$ cat config.mk
export PLATFORM = sky130hd
export DESIGN_NAME = snn_config_sequencer
export DESIGN_NICKNAME = d
export VERILOG_FILES = /design/src/rtl/snn_config_sequencer.sv
export SDC_FILE = /design/constraint.sdc
export NUM_CORES = 1
export LEC_CHECK = 0
export ABC_AREA = 1
export CELL_PAD_IN_SITES_DETAIL_PLACEMENT = 1
export CELL_PAD_IN_SITES_GLOBAL_PLACEMENT = 1
export CORE_AREA = 3 3 295 297
export CTS_CLUSTER_SIZE = 16
export DETAILED_ROUTE_END_ITERATION = 10
export DIE_AREA = 0 0 298 300
export PLACE_DENSITY = 0.44
export SETUP_SLACK_MARGIN = 0.05
export SYNTH_ARGS = -nofsm -noshare
export SYNTH_HDL_FRONTEND = slang
export SYNTH_SLANG_ARGS = --single-unit
$ cat constraint.sdc
create_clock -name clk -period 2.12 [get_ports clk]
set_input_delay 0.212 -clock clk [delete_from_list [all_inputs] [get_ports clk]]
set_output_delay 0.212 -clock clk [all_outputs]
set_load 0.01 [all_outputs]
$ cat src/rtl/snn_config_sequencer.sv
// Streams per-core parameter words, then neuron instructions, into the SNN grid under FIFO-full
// backpressure, and waits for the grid's per-core acknowledge before moving to the next core.
module snn_config_sequencer #(
  parameter int unsigned NUM_CORES  = 6,
  parameter int unsigned NEURONS    = 256,
  parameter int unsigned INST_COUNT = 256,
  parameter int unsigned PARAM_W    = 368,
  parameter int unsigned TIMEOUT    = 1024
) (
  input  logic               clk,
  input  logic               reset_n,
  input  logic               start,
  input  logic               abort,
  input  logic               src_param_valid,
  input  logic [PARAM_W-1:0] src_param_data,
  output logic               src_param_ready,
  input  logic               src_inst_valid,
  input  logic [1:0]         src_inst_data,
  output logic               src_inst_ready,
  input  logic               param_wfull,
  input  logic               neuron_inst_wfull,
  input  logic               next_core_en,
  output logic [PARAM_W-1:0] parameter_in,
  output logic               param_winc,
  output logic [1:0]         neuron_inst_wdata,
  output logic               neuron_inst_winc,
  output logic [2:0]         next_core,
  output logic               busy,
  output logic               config_done,
  output logic               config_error
);

  localparam int unsigned PcntW = (NEURONS > 1) ? $clog2(NEURONS) : 1;
  localparam int unsigned IcntW = (INST_COUNT > 1) ? $clog2(INST_COUNT) : 1;
  localparam int unsigned TcntW = (TIMEOUT > 1) ? $clog2(TIMEOUT) : 1;

  localparam logic [PcntW-1:0] PcntLast = PcntW'(NEURONS - 1);
  localparam logic [IcntW-1:0] IcntLast = IcntW'(INST_COUNT - 1);
  localparam logic [TcntW-1:0] TcntLast = TcntW'(TIMEOUT - 1);
  localparam logic [2:0]       CoreLast = 3'(NUM_CORES - 1);
  localparam logic [2:0]       CoreNone = 3'd7;

  typedef enum logic [2:0] {
    StIdle, StLoadParam, StLoadInst, StWaitCore, StDone, StError
  } state_e;

  state_e           state_q, state_d;
  logic [PcntW-1:0] pcnt_q, pcnt_d;
  logic [IcntW-1:0] icnt_q, icnt_d;
  logic [TcntW-1:0] tcnt_q, tcnt_d;
  logic [2:0]       core_q, core_d;

  // Handshakes are combinational on the full flags so a full FIFO never costs a write.
  assign src_param_ready   = (state_q == StLoadParam) & ~param_wfull;
  assign param_winc        = src_param_ready & src_param_valid;
  assign src_inst_ready    = (state_q == StLoadInst) & ~neuron_inst_wfull;
  assign neuron_inst_winc  = src_inst_ready & src_inst_valid;
  assign parameter_in      = src_param_data;
  assign neuron_inst_wdata = src_inst_data;

  assign next_core    = core_q;
  assign busy         = (state_q == StLoadParam) | (state_q == StLoadInst) |
                        (state_q == StWaitCore);
  assign config_done  = (state_q == StDone);
  assign config_error = (state_q == StError);

  always_comb begin
    state_d = state_q;
    pcnt_d  = pcnt_q;
    icnt_d  = icnt_q;
    tcnt_d  = tcnt_q;
    core_d  = core_q;
    if (abort) begin
      state_d = StIdle;
      core_d  = CoreNone;
      pcnt_d  = '0;
      icnt_d  = '0;
      tcnt_d  = '0;
    end else begin
      unique case (state_q)
        StIdle, StDone, StError: begin
          if (start) begin
            state_d = StLoadParam;
            core_d  = 3'd0;
            pcnt_d  = '0;
            icnt_d  = '0;
            tcnt_d  = '0;
          end
        end
        StLoadParam: begin
          if (param_winc) begin
            if (pcnt_q == PcntLast) begin
              pcnt_d  = '0;
              state_d = StLoadInst;
            end else begin
              pcnt_d = pcnt_q + 1'b1;
            end
          end
        end
        StLoadInst: begin
          if (neuron_inst_winc) begin
            if (icnt_q == IcntLast) begin
              icnt_d  = '0;
              tcnt_d  = '0;
              state_d = StWaitCore;
            end else begin
              icnt_d = icnt_q + 1'b1;
            end
          end
        end
        StWaitCore: begin
          // Acknowledge only counts once we are actually waiting; earlier highs are stale.
          if (next_core_en) begin
            if (core_q == CoreLast) begin
              state_d = StDone;
              core_d  = CoreNone;
            end else begin
              state_d = StLoadParam;
              core_d  = core_q + 1'b1;
            end
          end else if (tcnt_q == TcntLast) begin
            state_d = StError;
            core_d  = CoreNone;
          end else begin
            tcnt_d = tcnt_q + 1'b1;
          end
        end
        default: begin
          state_d = StIdle;
          core_d  = CoreNone;
        end
      endcase
    end
  end

  always_ff @(posedge clk or negedge reset_n) begin
    if (!reset_n) begin
      state_q <= StIdle;
      pcnt_q  <= '0;
      icnt_q  <= '0;
      tcnt_q  <= '0;
      core_q  <= CoreNone;
    end else begin
      state_q <= state_d;
      pcnt_q  <= pcnt_d;
      icnt_q  <= icnt_d;
      tcnt_q  <= tcnt_d;
      core_q  <= core_d;
    end
  end

endmodule

==> impl_metrics.ini, run 1 <==
[sta]
tightest_slew_ns = 0.467
skew_ns = 0.00265
maxSlewViolCount = 0
relSlewSlack_pct = 68.9
setup_viol = 0
fmax_ghz = 0.519
rsz0062_at_grt = no
fin_crit_sh_pct = 90.8
fin_crit_ns = 1.93
hold_viol = 0
setup_tns_ns = 0

[finish]
layoutNonFillerInstCount = 1532
fillers = 10300
drive_gt1_share_pct = 15.2
fin_nets = 770
regArea_um2 = 805
multi_input_area_um2 = 1410
area_growth_syn_to_layout_pct = -17.7
postLayoutCoreUtil_pct = 5.02

[clock_tree]
cts_sinks = 32
clock_latency_ns = 0.28
cts_made_buffers = 5
clk_pin_slew_worst_paths_ns = 0.05
cts_tree = built
h-tree-depth = 2
root_buffer = clkbuf_16
cts_hold_buffers = 0
clk_path_buf_depth = 2

[synth]
synthTopCellsByArea = buf_4 (54%), dfrtp_1 (14%), nand2_1 (8.0%), nor2_1 (3.3%), nand3_1 (3.1%)
synthCells = 720
synthXorXnorAreaFrac_pct = 0.677
synth_common_cells = buf_4 (370), nand2_1 (110), nor2_1 (46), inv_1 (37), nand3_1 (32)
yosys.cell_count.top_type = buf_4
async_reset_ff_share_pct = 100
ys_warn_count = 0
ys_seq_area_share_pct = 15.5
synth_edf_count = 0
syn_nets = 1104
yosysUniqueCellTypes = 35
syn_avg_cell_area_um2 = 7.19
synth_area_um2 = 5180
synth_top_area_cell = buf_4
muxShareOfSynthArea_pct = 0
synth-simple-area-share_pct = 21.0
synthAdderAreaFrac_pct = 1.21
ys_ff_latch = 32
ys.flop_type = dfrtp_1
yosysTopAreaCellShare_pct = 53.6
synth-compound-area-share_pct = 4.08
synth_top_family_by_area = buffers and inverters

[power]
p_switching_mw = 1.15
p_clk_share_pct = 27.3
combPwrFrac_pct = 44.3
power_frac_seq_pct = 28.4
vdd_drop_max_mv = 0.307
p_total_mw = 2.71
power.leakage_nw = 1.45
p_int_mw = 1.57
swShare_pct = 42.2
powerDensity_nw_per_um2 = 637

[routing]
wl_per_cell_um = 10.6
vias_per_cell = 1.91
ant_nets = 0
vias = 2932
first_pass_iters = 4
drt-initial-drc-count = 76
wirelength_um = 16300
drc_errors = 0

[place]
place_inst = 1521
gp_congestion = 0.700
place_hpwl_um = 13400
portBuffers = 18

[worst_setup_path]
cp_data_arrival_time_ns = 1.71
crit_path_start_kind = register
critPathKind = register to primary output
required_ns = 1.91
crit_path_end_kind = primary output
reg2reg_depth = 10
cp_max_fo = 5

[floorplan]
row_count = 107
io_pins = 759
start_util_pct = 6.10
dieArea_um2 = 89400
core_area_um2 = 84900
die_h_um = 300
die_x_um = 298

[global_routing]
grt_pass1_vias = 3140
antenna_found_initial = 2
overflow = 0
grt_first_pass_wirelength_um = 22300
grtUsageTotal_pct = 3.43
grt_max_degree = 33

[job]
maxCapViolCount = 0

[outcome]
status = complete, no violations

[worst_hold_path]
hp-class = input port to asynchronous set/reset pin
==> metrics by stage <==
stage               hold WS (ns)  setup WS, ns  area, µm²
finish                     0.373         0.195       4260
global route               0.424        0.0551       4260
global placement           0.424        0.0218       4080
floorplan                -0.0836         0.618       5180
detailed placement         0.424        0.0266       4080
CTS                        0.402        0.0592       4240
==> power groups by stage <==
stage	logic, mW	registers (mW)	clock network [mW]
after floorplan	1.40	0.789	0
after global placement	1.21	0.780	0
after detailed placement	1.21	0.781	0
after CTS	1.23	0.772	0.778
after global routing	1.36	0.784	0.810
final	1.20	0.772	0.741
==> what timing repair did <==
action                                  CTS  global route
endpoints found under the setup margin   11             3
resized for setup                         4             4
pin swaps                                 2             1
buffers inserted                          2             0
==> placed cells by master, fill, tap and decap left out, types with 8 or more instances in the layout <==
cell / count
a21oi_1: 11
buf_4: 14
clkdlybuf4s50_1: 15
dfrtp_1: 29
inv_1: 36
nand2_1: 110
nand3_1: 32
nand4_1: 13
nor2_1: 45
o21ai_0: 8
==> routing by layer <==
layer  up-vias  global-route usage [%]  routed length, µm
li1       1202                       -                  -
met3       150                    3.04               3070
met2       332                    3.95               5790
met5         -                   0.649                 52
met1      1246                    3.71               6050
met4         2                    2.83               1300
==> registers in the layout, indices dropped and copies added, names as in the netlist <==
name and cells:
tcnt_q 10, state_q 3, icnt_q 8, next_core 3, pcnt_q 8
==> critical path, stage by stage, from the launching register on <==
cell	delay, ns
dfrtp_1	0.40
inv_4	0.06
buf_4	0.17
nand3_4	0.13
nor2_1	0.11
clkdlybuf4s50_1	0.55
==> cell type report <==
| type | count | share of cell area [%] |
|---|---|---|
| well taps | 1144 | 33.6 |
| multi-input cells | 271 | 33.0 |
| diodes | 1 | 0.0587 |
| flip-flops and latches | 32 | 18.9 |
| clock buffers | 8 | 3.44 |
| inverters | 43 | 3.96 |
| repair buffers | 33 | 7.05 |
==> logic make-up after synthesis <==
| logic type | after synthesis |
|---|---|
| XOR/XNOR | 4 |
| buffers and inverters | 417 |
| AND/OR/NAND/NOR | 230 |
| AO/OA/AOI/OAI | 32 |
| adder cells (fa/ha/maj) | 5 |
| flip-flops | 32 |
==> path summary, 6_finish.rpt <==
check	slack, ns	to	from
worst min register to register	0.50	pcnt_q[5]	pcnt_q[5]
min in group clk	0.42	parameter_in[100]	src_param_data[100]
worst min-delay path	0.37	tcnt_q[0]	reset_n
worst max register to register	0.25	tcnt_q[6]	state_q[0]
worst max-delay path	0.19	src_inst_ready	state_q[0]
max in group asynchronous	1.40	next_core[0]	reset_n
No activity file was read; power rests on OpenSTA's default activity.
==> run 2, diff against run 1 <==
Settings changed: RECOVER_POWER set to 25.
==> results of run 2 <==
Same layout as run 1: the final DEF is identical, and so are final timing and power.
==> run 3, diff against run 2 <==
Settings changed: CTS_CLUSTER_DIAMETER set to 40.
==> results of run 3 <==
Same layout as run 1: the final DEF is identical, and so are final timing and power.
